$ cat config.mk
export PLATFORM = sky130hd
export DESIGN_NAME = phy_arbiter
export DESIGN_NICKNAME = d
export VERILOG_FILES = /design/src/rtl/phy_arb_pkg.sv /design/src/rtl/phy_arb_rr.sv /design/src/rtl/phy_arbiter.sv
export SDC_FILE = /design/constraint.sdc
export NUM_CORES = 1
export LEC_CHECK = 0
export ABC_AREA = 1
export ABC_CLOCK_PERIOD_IN_PS = 1560
export BUFFER_PORTS_ARGS = -buffer_cell sky130_fd_sc_hd__buf_2
export CAP_MARGIN = 0
export CORE_AREA = 2 2 71 73
export DETAILED_ROUTE_END_ITERATION = 12
export DIE_AREA = 0 0 73 75
export HOLD_SLACK_MARGIN = 0.08
export PLACE_DENSITY = 0.78
export SYNTH_ARGS = -nofsm -noshare
export SYNTH_HDL_FRONTEND = slang
export SYNTH_SLANG_ARGS = --single-unit
$ cat constraint.sdc
create_clock -name clk_32f -period 1.56 [get_ports clk_32f]
set_input_delay 0.234 -clock clk_32f [delete_from_list [all_inputs] [get_ports clk_32f]]
set_output_delay 0.234 -clock clk_32f [all_outputs]
set_load 0.03 [all_outputs]
$ cat src/rtl/phy_arb_pkg.sv
// ---------------------------------------------------------------------------
// phy_arb_pkg : shared state encoding and default link words for phy_arbiter
// Rev 1.0
// ---------------------------------------------------------------------------
`default_nettype none

package phy_arb_pkg;

   typedef enum logic [0:0] {
      ST_SYNC   = 1'b0,
      ST_ACTIVE = 1'b1
   } arb_state_t;

   localparam logic [31:0] C_COM_WORD  = 32'hBCBC_BCBC;
   localparam logic [31:0] C_IDLE_WORD = 32'h7C7C_7C7C;

   // Counter width that stays legal for tiny parameter values.
   function automatic int cnt_width(input int n);
      return (n < 2) ? 1 : $clog2(n);
   endfunction

endpackage

`default_nettype wire

$ cat src/rtl/phy_arb_rr.sv
// ---------------------------------------------------------------------------
// phy_arb_rr : two-requester round-robin grant, evaluated on slot boundaries
// Rev 1.0
// ---------------------------------------------------------------------------
`default_nettype none

module phy_arb_rr (
   input  logic clk_32f,
   input  logic reset,
   input  logic i_valid_0,
   input  logic i_valid_1,
   input  logic i_boundary,
   input  logic i_enable,
   output logic o_grant,
   output logic o_grant_vld
);

   logic r_rr_ptr;
   logic w_both;

   assign w_both      = i_valid_0 & i_valid_1;
   assign o_grant_vld = i_boundary & i_enable & (i_valid_0 | i_valid_1);
   assign o_grant     = w_both ? r_rr_ptr : i_valid_1;

   // A grant is always accepted (ready implies valid), so every grant is a transfer.
   always_ff @(posedge clk_32f) begin
      if (reset) begin
         r_rr_ptr <= 1'b0;
      end else if (o_grant_vld) begin
         r_rr_ptr <= ~r_rr_ptr;
      end
   end

endmodule

`default_nettype wire

$ cat src/rtl/phy_arbiter.sv
// ---------------------------------------------------------------------------
// phy_arbiter : slot-based two-requester arbiter feeding a phy word stream.
// Optional per-requester grant counters with `define PHY_ARB_STATS_EN.
// Rev 1.0
// ---------------------------------------------------------------------------
`default_nettype none

module phy_arbiter
   import phy_arb_pkg::*;
#(
   parameter int          WORD_CYCLES = 16,
   parameter int          SYNC_WORDS  = 4,
   parameter logic [31:0] COM_WORD    = C_COM_WORD,
   parameter logic [31:0] IDLE_WORD   = C_IDLE_WORD
) (
   input  logic        clk_32f,
   input  logic        reset,
   input  logic        enable,
   input  logic [31:0] data_in_0,
   input  logic [31:0] data_in_1,
   input  logic        valid_in_0,
   input  logic        valid_in_1,
   output logic        ready_0,
   output logic        ready_1,
   output logic [31:0] data_out,
   output logic        valid_out,
   output logic        link_up
`ifdef PHY_ARB_STATS_EN
   ,
   output logic [15:0] grant_cnt_0,
   output logic [15:0] grant_cnt_1
`endif
);

   localparam int SLOT_W = cnt_width(WORD_CYCLES);
   localparam int SYNC_W = cnt_width(SYNC_WORDS);

   arb_state_t          r_state;
   logic [SLOT_W-1:0]   r_slot_cnt;
   logic [SYNC_W-1:0]   r_sync_cnt;
   logic [31:0]         r_data_out;
   logic                r_valid_out;
   logic                r_link_up;

   logic                w_boundary;
   logic                w_active_en;
   logic                w_grant;
   logic                w_grant_vld;
   logic [31:0]         w_grant_data;

   assign w_boundary  = (r_slot_cnt == SLOT_W'(WORD_CYCLES - 1));
   assign w_active_en = (r_state == ST_ACTIVE) & enable;

   phy_arb_rr u_rr (
      .clk_32f     (clk_32f),
      .reset       (reset),
      .i_valid_0   (valid_in_0),
      .i_valid_1   (valid_in_1),
      .i_boundary  (w_boundary),
      .i_enable    (w_active_en),
      .o_grant     (w_grant),
      .o_grant_vld (w_grant_vld)
   );

   assign ready_0      = w_grant_vld & ~w_grant;
   assign ready_1      = w_grant_vld &  w_grant;
   assign w_grant_data = w_grant ? data_in_1 : data_in_0;

   always_ff @(posedge clk_32f) begin
      if (reset) begin
         r_state     <= ST_SYNC;
         r_slot_cnt  <= '0;
         r_sync_cnt  <= '0;
         r_data_out  <= COM_WORD;
         r_valid_out <= 1'b1;
         r_link_up   <= 1'b0;
      end else begin
         r_slot_cnt <= w_boundary ? '0 : r_slot_cnt + SLOT_W'(1);
         if (w_boundary) begin
            case (r_state)
               ST_SYNC: begin
                  // The boundary closing the last COM slot opens the first ACTIVE slot.
                  if (r_sync_cnt == SYNC_W'(SYNC_WORDS - 1)) begin
                     r_state     <= ST_ACTIVE;
                     r_link_up   <= 1'b1;
                     r_data_out  <= IDLE_WORD;
                     r_valid_out <= 1'b0;
                  end else begin
                     r_sync_cnt  <= r_sync_cnt + SYNC_W'(1);
                     r_data_out  <= COM_WORD;
                     r_valid_out <= 1'b1;
                  end
               end
               ST_ACTIVE: begin
                  if (w_grant_vld) begin
                     r_data_out  <= w_grant_data;
                     r_valid_out <= 1'b1;
                  end else begin
                     r_data_out  <= IDLE_WORD;
                     r_valid_out <= 1'b0;
                  end
               end
               default: begin
                  r_state <= ST_SYNC;
               end
            endcase
         end
      end
   end

   assign data_out  = r_data_out;
   assign valid_out = r_valid_out;
   assign link_up   = r_link_up;

`ifdef PHY_ARB_STATS_EN
   logic [15:0] r_grant_cnt_0;
   logic [15:0] r_grant_cnt_1;

   always_ff @(posedge clk_32f) begin
      if (reset) begin
         r_grant_cnt_0 <= '0;
         r_grant_cnt_1 <= '0;
      end else begin
         if (ready_0 && (r_grant_cnt_0 != 16'hFFFF)) begin
            r_grant_cnt_0 <= r_grant_cnt_0 + 16'd1;
         end
         if (ready_1 && (r_grant_cnt_1 != 16'hFFFF)) begin
            r_grant_cnt_1 <= r_grant_cnt_1 + 16'd1;
         end
      end
   end

   assign grant_cnt_0 = r_grant_cnt_0;
   assign grant_cnt_1 = r_grant_cnt_1;
`endif

endmodule

`default_nettype wire

==> metrics.md, run 1 <==
| Metric | Value |
|---|---|
| Status | finished clean |
| DP Area | ~2600 um^2 |
| IO Count | between 100 and 150 |
| R2r worst-path depth | 10 |
| Synthesized flop and latch total | 42 |
| Ant diodes | 0 |
| Pre-CTS setup slack | 101.0 ps |
| Top_reg_cell synth | dfxtp_1 |
| Number of fill cells | 432 |
| Maximum root-to-sink buffer count | 2 |
| Crit-path max cell delay | 360 ps |
| Max IR drop VDD | just over 0.3 mV |
| Clock root buffer | clkbuf_8 |
| Pin count of the biggest net entering global routing | 29 |
| GRT met3 Usage | 5.890% |
| Clock sink count | 42 |
| Slew Limit Fails | 0 |
| Peak Freq | 649.7 MHz |
| Die height | about 75 um |
| Total of max-cap violations | 0 |
| Layout cell share with drive strength beyond 1 | 40.92% |
| H-tree Lvls | 2 |
| Vias per std cell | between 4 and 5 |
| Overall power | approximately 2 mW |
| Vias in the first global route | 1,979 |
| CTS Buf Count | 5 |
| First-pass DRT Iterations | 4 |
| Largest cells by area after synthesis | dfxtp_1, nand2_1, nand4_1 |
| Critical Path, Cell by Cell | ha_4, nand2_2, nor2_4, nand2_4, nor2_1, buf_4 |
| Post-Place Cells | 451 |
| Worst Hold Slack | 172.7 ps |
| TritonCTS clock tree | built |
| Hold_buf cts | 0 |
| Total number of vias | approximately 2,200 |
| Final Critical Period | 1539 ps |
| Yosys top cell by area | dfxtp_1 |
| Synth-to-layout area growth | 38.16% |
| DRC violations left | 0 |
| Arr. time, crit path | 1310 ps |
| Port Buffers | between 100 and 150 |
| Total track usage | 19.94% |
| Crit path max fanout | 3 |
| Register area | roughly 840 um^2 |
| Chip width | 73 um |
| Grt total ovfl | 0 |
| ANT nets after route | 0 |
| Grt met1 use | about 24% |
| Crit. End Element | primary output |
| Final core occ | 60.94% |
| Synth Instances | 296 |
| NumNets Final | ~480 |
| Slowest cell on crit path | dfxtp_2 |
| Final Hold Fails | 0 |
| R2R Setup Slk | 90 ps |
| Setup Skew | approximately 7.0 ps |
| Worst r2r src | r_slot_cnt[0] |
| Initial antenna violation count | 0 |
| M2 GR Usage | 33.53% |
| First-iteration detailed-routing DRC count | between 60 and 70 |
| Post-synthesis async set-or-reset flop share | 0% |
| Area of the multi-input gates | ~1000 um^2 |
| Top-count cell post-synth | nand2_1 |
| GP Congestion | 0.7646 |
| Worst setup margin | around 21 ps |
| Setup TNS | 0 ps |
| Hpwl dp | 3.833 mm |
| Power per cell area | 710.6 nW/um^2 |
| Die area | 5475 um^2 |
| Register area share after synthesis | 40.90% |
| Start point of the critical path | r_slot_cnt[0] |
| Layer carrying the most global-route usage | met2 |
| Skew-Pair Late Insertion Delay | 290 ps |
| Distinct cells, synth | 23 |
| Initial Util | between 40% and 50% |
| Worst setup SP type | flip-flop |
| Post-synth net total | 367 |
| R2r endpoint | data_out[29] |
| Post-Route WL | 5.218 mm |
| Hold Path Class | primary input to flip-flop |
| Static Leakage | 1.439 nW |
| Final period util | 98.67% |
| Wire per inst | 11.17 um |
| Final Setup Violations | 0 |
| Crit path kind | flip-flop to primary output |
| Critical Path RT | about 1300 ps |
| Num rows | 25 |
| Commonest cells post-synth | nand2_1, dfxtp_1, inv_1 |
| Crit path capture | ready_0 |
| Worst-Margin Slew | 241.9 ps |
| Syn_area_per_cell | 6.945 um^2 |
| Share of the synthesized area in the top cell type | 40.90% |
| Ys Warns | 0 |
| Core area | 4661 um^2 |
| Finished Layout Cells | 467 |
| CTS clk-pin slew, worst paths | 80 ps |
| Fin area | 2840 um^2 |
| Syn Std Cell Area | a little over 2000 um^2 |
| Post-synth EDFFs | 0 |
| First-pass GRT wire length | 8.438 mm |
| Slew HR | between 80% and 90% |
| RSZ-0062 raised after global routing | yes |
==> power by group <==
part | internal, mW | switching, mW
Clock | 0.356 | 0.366
Combinational | 0.106 | 0.106
Sequential | 1.08 | 0.00658
==> cells in the final DEF (no fill, tap or decap) <==
cell type   netlist  layout
nand2_1         120     118
dfxtp_2           0       2
nand2_4           1       1
clkinv_8          1       1
nor2_4            4       4
ha_1              2       1
or2_2            20      20
o21ai_0           3       3
dfxtp_1          42      40
ha_4              0       1
clkbuf_8          0       6
nand3_1          18      17
buf_6             0       3
nand2_2           1       3
nor2_1            9       8
nand3_2           1       2
o22ai_1           1       1
a21oi_1           4       4
buf_4             1      18
buf_2             7     102
a31oi_1           1       1
inv_1            27      26
clkinvlp_4        0       2
inv_2             2       2
nand4_1          25      25
clkinv_2          0       1
nor2_2            0       1
==> sequential cells by signal (all words and copies together) (netlist names) <==
register,flops
data_out,32
r_state,1
u_rr.r_rr_ptr,1
r_sync_cnt,2
valid_out,1
link_up,1
r_slot_cnt,4
==> logic make-up after synthesis <==
group                    count (synthesis)  synth area share (%)
AND/OR/NAND/NOR                        199                 45.16
flip-flops                              42                 40.90
buffers and inverters                   44                 10.41
adder cells (fa/ha/maj)                  2                 1.217
AO/OA/AOI/OAI                            9                 2.313
==> what timing repair did <==
action | CTS | global route
hold endpoints to repair | 0 | 0
setup buffers | 4 | 4
pin swaps | 3 | 4
gates cloned | 0 | 0
setup endpoints to repair | 2 | 14
gates resized for setup | 7 | 7
==> cell type report <==
type	instances	share of cell area (%)
tap	54	2.379
multi-input combinational	210	36.12
sequential	42	29.69
inverter	30	4.537
timing repair buffer	123	23.92
clock buffer	6	2.907
clock inverter	2	0.4405
==> worst max-delay path: cells and delay by family, from the launching register on <==
kind / cells / cell delay, ps
adder cells (fa/ha/maj): 1 / 140
buffers and inverters: 1 / 170
AND/OR/NAND/NOR: 4 / 350
flip-flops: 1 / 360
==> worst min path at each step <==
stage                  start             to  slack, ps  cells past startpoint
6_report               reset  r_sync_cnt[1]        170                      2
2_1_floorplan          reset  r_sync_cnt[1]        300                      1
3_5_place_dp   r_slot_cnt[0]  r_slot_cnt[0]        440                      1
4_1_cts                reset  r_sync_cnt[1]        160                      2
5_1_grt                reset  r_sync_cnt[1]        170                      2
3_3_place_gp   r_slot_cnt[0]  r_slot_cnt[0]        430                      1
==> routing by layer <==
metal,vias up,part of all wire (%)
li1,1162,-
met1,926,45
met2,94,46
met3,8,8.1
met4,0,1.4
met5,-,0
Note: power is estimated with default switching activity, not from simulation.
==> run 2: changes to the inputs <==
ABC_AREA = 0   (was 1)
CORE_AREA = 2 2 69 71   (was 2 2 71 73)
DIE_AREA = 0 0 71 73   (was 0 0 73 75)
PLACE_DENSITY = 0.76   (was 0.78)
==> run 2 against run 1 <==
Against the previous run: the flow now finishes with violations (setup timing); sequential share of layout area rose by 1.2 points; hold slack improved by 46 ps; global-route usage fell by 0.82 points; non-clock buffer count rose by 4; clock skew rose by 0.61 ps; worst setup slack got worse by 84 ps; utilization fell by 0.83 points; register-to-register slack got worse by 50 ps; area after synthesis fell by 11%; first-iteration DRC count rose by 67%; critical endpoint is now ready_1; largest cell class unchanged.
==> metrics.md, run 2 <==
| Metric | Value |
|---|---|
| Status | finished with violations |
| Failing checks | setup timing |
| H-tree Lvls | 2 (unchanged) |
| IO Count | 105 (unchanged) |
| Post-synth net total | 268 (-27%) |
| Worst r2r src | r_slot_cnt[0] |
| Top_reg_cell synth | dfxtp_1 |
| Total number of vias | 2,045 (-6.6%) |
| Synth Instances | 197 (-33%) |
| Synth-to-layout area growth | 48.64% |
| Vias in the first global route | 1,774 (-10%) |
| R2R Setup Slk | 40 ps (-50 ps) |
| Worst-Margin Slew | 659.6 ps (+417.8 ps) |
| Most frequent cells in the layout | buf_2, dfxtp_1, buf_4 |
| Grt total ovfl | 0 (unchanged) |
| CP delay by family, top | flip-flops |
| Worst setup SP type | flip-flop |
| Num rows | 25 (unchanged) |
| WP buf/inv | 2 (+1) |
| TritonCTS clock tree | built |
| Post-Route WL | 5.419 mm (+3.9%) |
| Vias per std cell | 5.557 (+18%) |
| Syn Std Cell Area | 1834 um^2 (-11%) |
| Syn_area_per_cell | 9.311 um^2 (+34%) |
| Crit. End Element | primary output |
| Setup Skew | 7.646 ps (+0.6077 ps) |
| Layout cell share with drive strength beyond 1 | 48.73% (+7.8 points) |
| Synthesized flop and latch total | 42 (unchanged) |
| Hold Path Class | primary input to flip-flop |
| Largest cells by area after synthesis | dfxtp_1, a2bb2oi_1, o32ai_1 |
| Arr. time, crit path | 1390 ps (+80 ps) |
| Chip width | 71 um (-2.7%) |
| Commonest cells post-synth | dfxtp_1, nand2_1, a2bb2oi_1, o32ai_1, clkbuf_1 |
| Post-synthesis async set-or-reset flop share | 0% (unchanged) |
| Register area share after synthesis | 45.84% (+4.9 points) |
| Die area | 5183 um^2 (-5.3%) |
| Yosys top cell by area | dfxtp_1 |
| Crit path max fanout | 4 (+1) |
| Clock root buffer | clkbuf_8 |
| DRC violations left | 0 (unchanged) |
| Crit path kind | flip-flop to primary output |
| Hold path startpoint | data_in_0[8] |
| Overall power | 2.036 mW (+0.90%) |
| ANT nets after route | 0 (unchanged) |
| Pin count of the biggest net entering global routing | 17 (-41%) |
| Ys Warns | 0 (unchanged) |
| CTS Buf Count | 5 (unchanged) |
| Die height | 73 um (-2.7%) |
| Slew Limit Fails | 0 (unchanged) |
| Initial Util | 40.44% (-3.7 points) |
| Total of max-cap violations | 0 (unchanged) |
| Slowest cell on crit path | dfxtp_2 |
| Commonest non-fill, non-tap cell in the layout | buf_2 |
| Total track usage | 19.12% (-0.82 points) |
| Share of the synthesized area in the top cell type | 45.84% (+4.9 points) |
| Power per cell area | 746.9 nW/um^2 (+5.1%) |
| Final Setup Violations | 1 (+1) |
| Wire per inst | 14.73 um (+32%) |
| First-pass GRT wire length | 8.079 mm (-4.3%) |
| WHS Endpoint | data_out[8] |
| Final Critical Period | 1623 ps (+84.20 ps) |
| GP Congestion | 0.7944 (+3.9%) |
| Critical Path RT | 1330 ps (about the same) |
| Final Hold Fails | 0 (unchanged) |
| Worst Hold Slack | 219.0 ps (+46.30 ps) |
| Maximum root-to-sink buffer count | 2 (unchanged) |
| Slew HR | 55.93% (-28 points) |
| Hold_buf cts | 0 (unchanged) |
| Core area | 4536 um^2 (-2.7%) |
| Post-synth EDFFs | 0 (unchanged) |
| Distinct cells, synth | 36 (+57%) |
| Final period util | 104.1% (+5.4 points) |
| R2r worst-path depth | 7 (-3) |
| Clock sink count | 42 (unchanged) |
| Hpwl dp | 3.899 mm (+1.7%) |
| Worst setup margin | -63.42 ps (-84.20 ps) |
| Initial antenna violation count | 0 (unchanged) |
| Crit-path max cell delay | 360 ps (about the same) |
| First-pass DRT Iterations | 4 (unchanged) |
| RSZ-0062 raised after global routing | yes |
| Skew-Pair Late Insertion Delay | 290 ps (about the same) |
| Port Buffers | 104 (unchanged) |
| Top-count cell post-synth | dfxtp_1 |
| CTS clk-pin slew, worst paths | 80 ps (about the same) |
| Ant diodes | 0 (unchanged) |
| Static Leakage | 1.138 nW (-21%) |
| Max IR drop VDD | 0.3368 mV (+10%) |
| Peak Freq | 616.0 MHz (-5.2%) |
| Max reg flops | 32 (unchanged) |
| First-iteration detailed-routing DRC count | 112 (+67%) |
| Critical Path, Cell by Cell | ha_4, buf_6, nand4_1, nor3_2, buf_4 |
| Hold path depth | 3 (+1) |
| NumNets Final | 384 (-20%) |
| R2r endpoint | data_out[15] |
==> run 2: cell count changes in the layout (fill, tap and decap cells not counted), sizes merged, moves of 8 or more <==
cell,delta
nand2,-103
nand4,-24
inv,-22
or2,-20
a2bb2oi,+16
o32ai,+16
nand3,-15
a32oi,+8
nor4,+8
==> run 2: worst max path at each step <==
stage               slack, ps  cells after the start            to           from
global route             -110                      5       ready_1  r_slot_cnt[0]
finish                    -60                      5       ready_1  r_slot_cnt[0]
CTS                       -50                      5       ready_1  r_slot_cnt[0]
floorplan                   2                      5  data_out[15]  r_slot_cnt[1]
detailed placement        -30                      4  data_out[15]  r_slot_cnt[1]
global placement            1                      4   data_out[7]  r_slot_cnt[1]
==> run 2: logic make-up (layout without fill, tap and decap cells) <==
family | Yosys count | in the layout | synth area share [%]
AO/OA/AOI/OAI | 67 | 67 | 29.13
XOR/XNOR | 2 | 2 | 0.9552
adder cells (fa/ha/maj) | 2 | 2 | 1.364
buffers and inverters | 24 | 141 | 4.979
flip-flops | 42 | 42 | 45.84
multiplexers | 1 | 1 | 0.6139
AND/OR/NAND/NOR | 59 | 59 | 17.12
==> run 2: metal layers <==
metal	part of all wire [%]	vias up	global-route usage, %	wire length [um]
met2	49	77	31.98	2637
li1	-	995	-	-
met3	5.8	2	4.420	316
met1	45	971	24.72	2434
met5	0	-	0	0
met4	0.57	0	5.660	31
==> run 2: power by group <==
group	leakage, nW	switching [mW]	internal (mW)	total (mW)
combinational	0.750	0.119	0.128	0.247
sequential	0.340	0.00671	1.08	1.09
clock	0.0482	0.347	0.357	0.704
==> run 2: final cells by class <==
type / instances / area [um^2]
fillers: 370 / 1809
clock buffers: 7 / 86.33
repair buffers: 127 / 709.4
well taps: 54 / 67.56
inverters: 6 / 22.52
flip-flops and latches: 42 / 843.3
multi-input cells: 131 / 992.2
clock inverters: 1 / 5.005
==> run 2: worst min-delay path: cells and delay by family <==
kind                   cells  cell delay, ps
AO/OA/AOI/OAI              2             160
buffers and inverters      1              70
==> run 2: per-stage QoR <==
stage          worst slack, ps  TNS (ps)  cells  cell area [um^2]  utilization (%)
2_1_floorplan            1.858         0    197              1866                -
3_3_place_gp             1.155         0    357              2537            55.94
3_5_place_dp            -27.90    -61.92    357              2537            55.94
4_1_cts                 -53.22    -59.65    368              2670            58.87
5_1_grt                 -105.3    -105.8    368              2726            60.11
6_report                -63.42    -63.42    368              2726            60.11
==> run 2: what timing repair did <==
item,CTS,global route
endpoints found under the hold margin,0,0
setup buffers,3,0
pin swaps,0,1
endpoints found under the setup margin,6,6
cloned,0,0
resized for setup,6,10
==> run 3: changes to the inputs <==
CELL_PAD_IN_SITES_DETAIL_PLACEMENT = 0   (was not set)
CELL_PAD_IN_SITES_GLOBAL_PLACEMENT = 1   (was not set)
CORE_AREA = 2 2 80 82   (was 2 2 69 71)
DIE_AREA = 0 0 82 84   (was 0 0 71 73)
PLACE_DENSITY = 0.79   (was 0.76)
==> run 3 against run 2 <==
Against the previous run: the run still ends with setup timing left; total power increased by 16%; non-clock buffer count is 1 higher; combinational power barely moved; sequential share of layout area decreased by 0.78 points; first-iteration DRC count fell by 33%; wire length rose by 1.7%.
==> metrics.md, run 3 (synthesis results as in run 2) <==
| Metric | Value |
|---|---|
| Total track usage | 16.98% (-2.1 points) |
| Worst r2r src | r_slot_cnt[0] |
| Maximum root-to-sink buffer count | 2 (unchanged) |
| Slew Limit Fails | 0 (unchanged) |
| Slowest cell on crit path | dfxtp_2 |
| IO Count | 105 (unchanged) |
| Fin area | 2801 um^2 (+2.8%) |
| Most frequent cells in the layout | buf_2, dfxtp_1, buf_4 |
| Max IR drop VDD | 0.4642 mV (+38%) |
| Initial Util | 30.09% (-10 points) |
| Setup Skew | 9.965 ps (+2.319 ps) |
| Ant diodes | 0 (unchanged) |
| DP Area | 2591 um^2 (+2.1%) |
| Wire per inst | 14.06 um (-4.5%) |
| Critical Path, Cell by Cell | ha_4, buf_6, nand4_1, nor3_2, buf_4 |
| R2r endpoint | u_rr.r_rr_ptr |
| Clock root buffer | clkbuf_8 |
| Max reg flops | 32 (unchanged) |
| Commonest non-fill, non-tap cell in the layout | buf_2 |
| Initial antenna violation count | 0 (unchanged) |
| Top routing layer in use | met4 |
| Arr. time, crit path | 1350 ps (-40 ps) |
| Hold path startpoint | data_in_0[0] |
| CTS Buf Count | 5 (unchanged) |
| Start point of the critical path | r_slot_cnt[0] |
| WL met2 | 2.405 mm (-8.8%) |
| Power per cell area | 844.9 nW/um^2 (+13%) |
| Crit. End Element | primary output |
| H-tree Lvls | 2 (unchanged) |
| Finished Layout Cells | 392 (+6.5%) |
| Grt total ovfl | 0 (unchanged) |
| WHS Endpoint | data_out[0] |
| Metal3 WL | 498 um (+58%) |
| CP delay by family, top | flip-flops |
| Port Buffers | 104 (unchanged) |
| Chip width | 82 um (+15%) |
| RSZ-0062 raised after global routing | yes |
| Worst setup margin | -20.57 ps (+42.86 ps) |
| First-pass DRT Iterations | 4 (unchanged) |
| TritonCTS clock tree | built |
| NumNets Final | 385 (+0.26%) |
| CTS clk-pin slew, worst paths | 80 ps (about the same) |
| ANT nets after route | 0 (unchanged) |
| DRC violations left | 0 (unchanged) |
| Final period util | 101.3% (-2.7 points) |
| R2R Setup Slk | 60 ps (+20 ps) |
| Num rows | 29 (+16%) |
| Final Setup Violations | 2 (+1) |
| Metal-1 WL | 2.535 mm (+4.1%) |
| Crit path max fanout | 2 (-2) |
| Total number of vias | 2,002 (-2.1%) |
| Post-Route WL | 5.512 mm (+1.7%) |
| Register area | 844.6 um^2 (+0.15%) |
| R2r worst-path depth | 6 (-1) |
| Post-Place Cells | 380 (+6.4%) |
| Clock sink count | 42 (unchanged) |
| Layout cell share with drive strength beyond 1 | 47.62% (-1.1 points) |
| Crit path kind | flip-flop to primary output |
| Failing checks | setup timing |
| Number of fill cells | 612 (+65%) |
| Die height | 84 um (+15%) |
| Hold_buf cts | 0 (unchanged) |
| Die area | 6888 um^2 (+33%) |
| Slew HR | 56.01% (+0.080 points) |
| Setup TNS | -38.64 ps (+24.78 ps) |
| Vias per std cell | 5.107 (-8.1%) |
| Skew-Pair Late Insertion Delay | 300 ps (about the same) |
| Worst setup SP type | flip-flop |
| Area of the multi-input gates | 958.4 um^2 (-3.4%) |
| First-pass GRT wire length | 9.156 mm (+13%) |
| Critical Path RT | 1330 ps (about the same) |
| Peak Freq | 632.7 MHz (+2.7%) |
| GP Congestion | 0.8053 (+1.4%) |
| Static Leakage | 1.169 nW (+2.7%) |
| Synth-to-layout area growth | 52.73% |
| Final Hold Fails | 0 (unchanged) |
| Core area | 6096 um^2 (+34%) |
| Hold Path Class | primary input to flip-flop |
| Vias in the first global route | 1,953 (+10%) |
| Pin count of the biggest net entering global routing | 24 (+7) |
| Final Critical Period | 1581 ps (-42.86 ps) |
| Status | finished with violations |
| Hold path depth | 3 (unchanged) |
| Crit-path max cell delay | 360 ps (about the same) |
| Hpwl dp | 4.082 mm (+4.7%) |
| Total of max-cap violations | 0 (unchanged) |
| WP buf/inv | 2 (unchanged) |
| Worst-Margin Slew | 658.4 ps (-1.200 ps) |
| First-iteration detailed-routing DRC count | 75 (-33%) |
-- run 3: cell count changes in the layout (fill, tap and decap cells not counted), sizes merged --
cell	before	now
buf	127	128
bufinv	0	2
clkbuf	7	5
-- run 3: report_power, final --
| part | internal (mW) | total [mW] | switching (mW) |
|---|---|---|---|
| clock network | 0.641 | 1.03 | 0.393 |
| registers | 1.08 | 1.08 | 0.00639 |
| logic | 0.132 | 0.247 | 0.115 |
-- run 3: layout make-up --
class                   instances  share of cell area (%)
repair buffers                128                   26.49
clock buffers                   5                   2.456
multi-input cells             131                   34.21
inverters                       6                  0.8039
flip-flops and latches         42                   30.15
well taps                      77                   3.439
clock inverters                 3                   2.456
-- run 3: metrics by stage --
| step | worst slack [ps] | hold slack [ps] | total power, mW | utilization (%) |
|---|---|---|---|---|
| floorplan | 1.858 | 400.1 | 1.217 | - |
| global placement | 73.45 | 431.3 | 1.346 | 42.51 |
| detailed placement | 24.03 | 437.7 | 1.349 | 42.51 |
| CTS | -42.34 | 194.6 | 2.389 | 45.55 |
| global route | -88.30 | 212.1 | 2.454 | 45.96 |
| finish | -20.57 | 202.7 | 2.367 | 45.96 |
-- run 3: tightest hold or removal path: stages --
cell	delay, ps
buf_2	80
a32oi_1	50
o21ai_1	100
-- run 3: routing by layer --
layer | track usage, % | vias to the layer above
met2 | 26.83 | 86
met5 | 0 | -
met4 | 5.606 | 0
li1 | - | 997
met1 | 21.83 | 913
met3 | 5.087 | 6
-- run 3: timing repair --
| item | CTS | global route |
|---|---|---|
| pin swaps | 1 | 0 |
| endpoints found under the setup margin | 3 | 10 |
| gates cloned | 0 | 0 |
| gates resized for setup | 8 | 3 |
| buffers inserted | 3 | 1 |
-- run 3: worst max path at each step --
stage / to / cells past startpoint
2_1_floorplan: data_out[15] / 5
3_3_place_gp: data_out[14] / 5
3_5_place_dp: data_out[6] / 5
4_1_cts: ready_1 / 5
5_1_grt: ready_1 / 5
6_report: ready_1 / 5
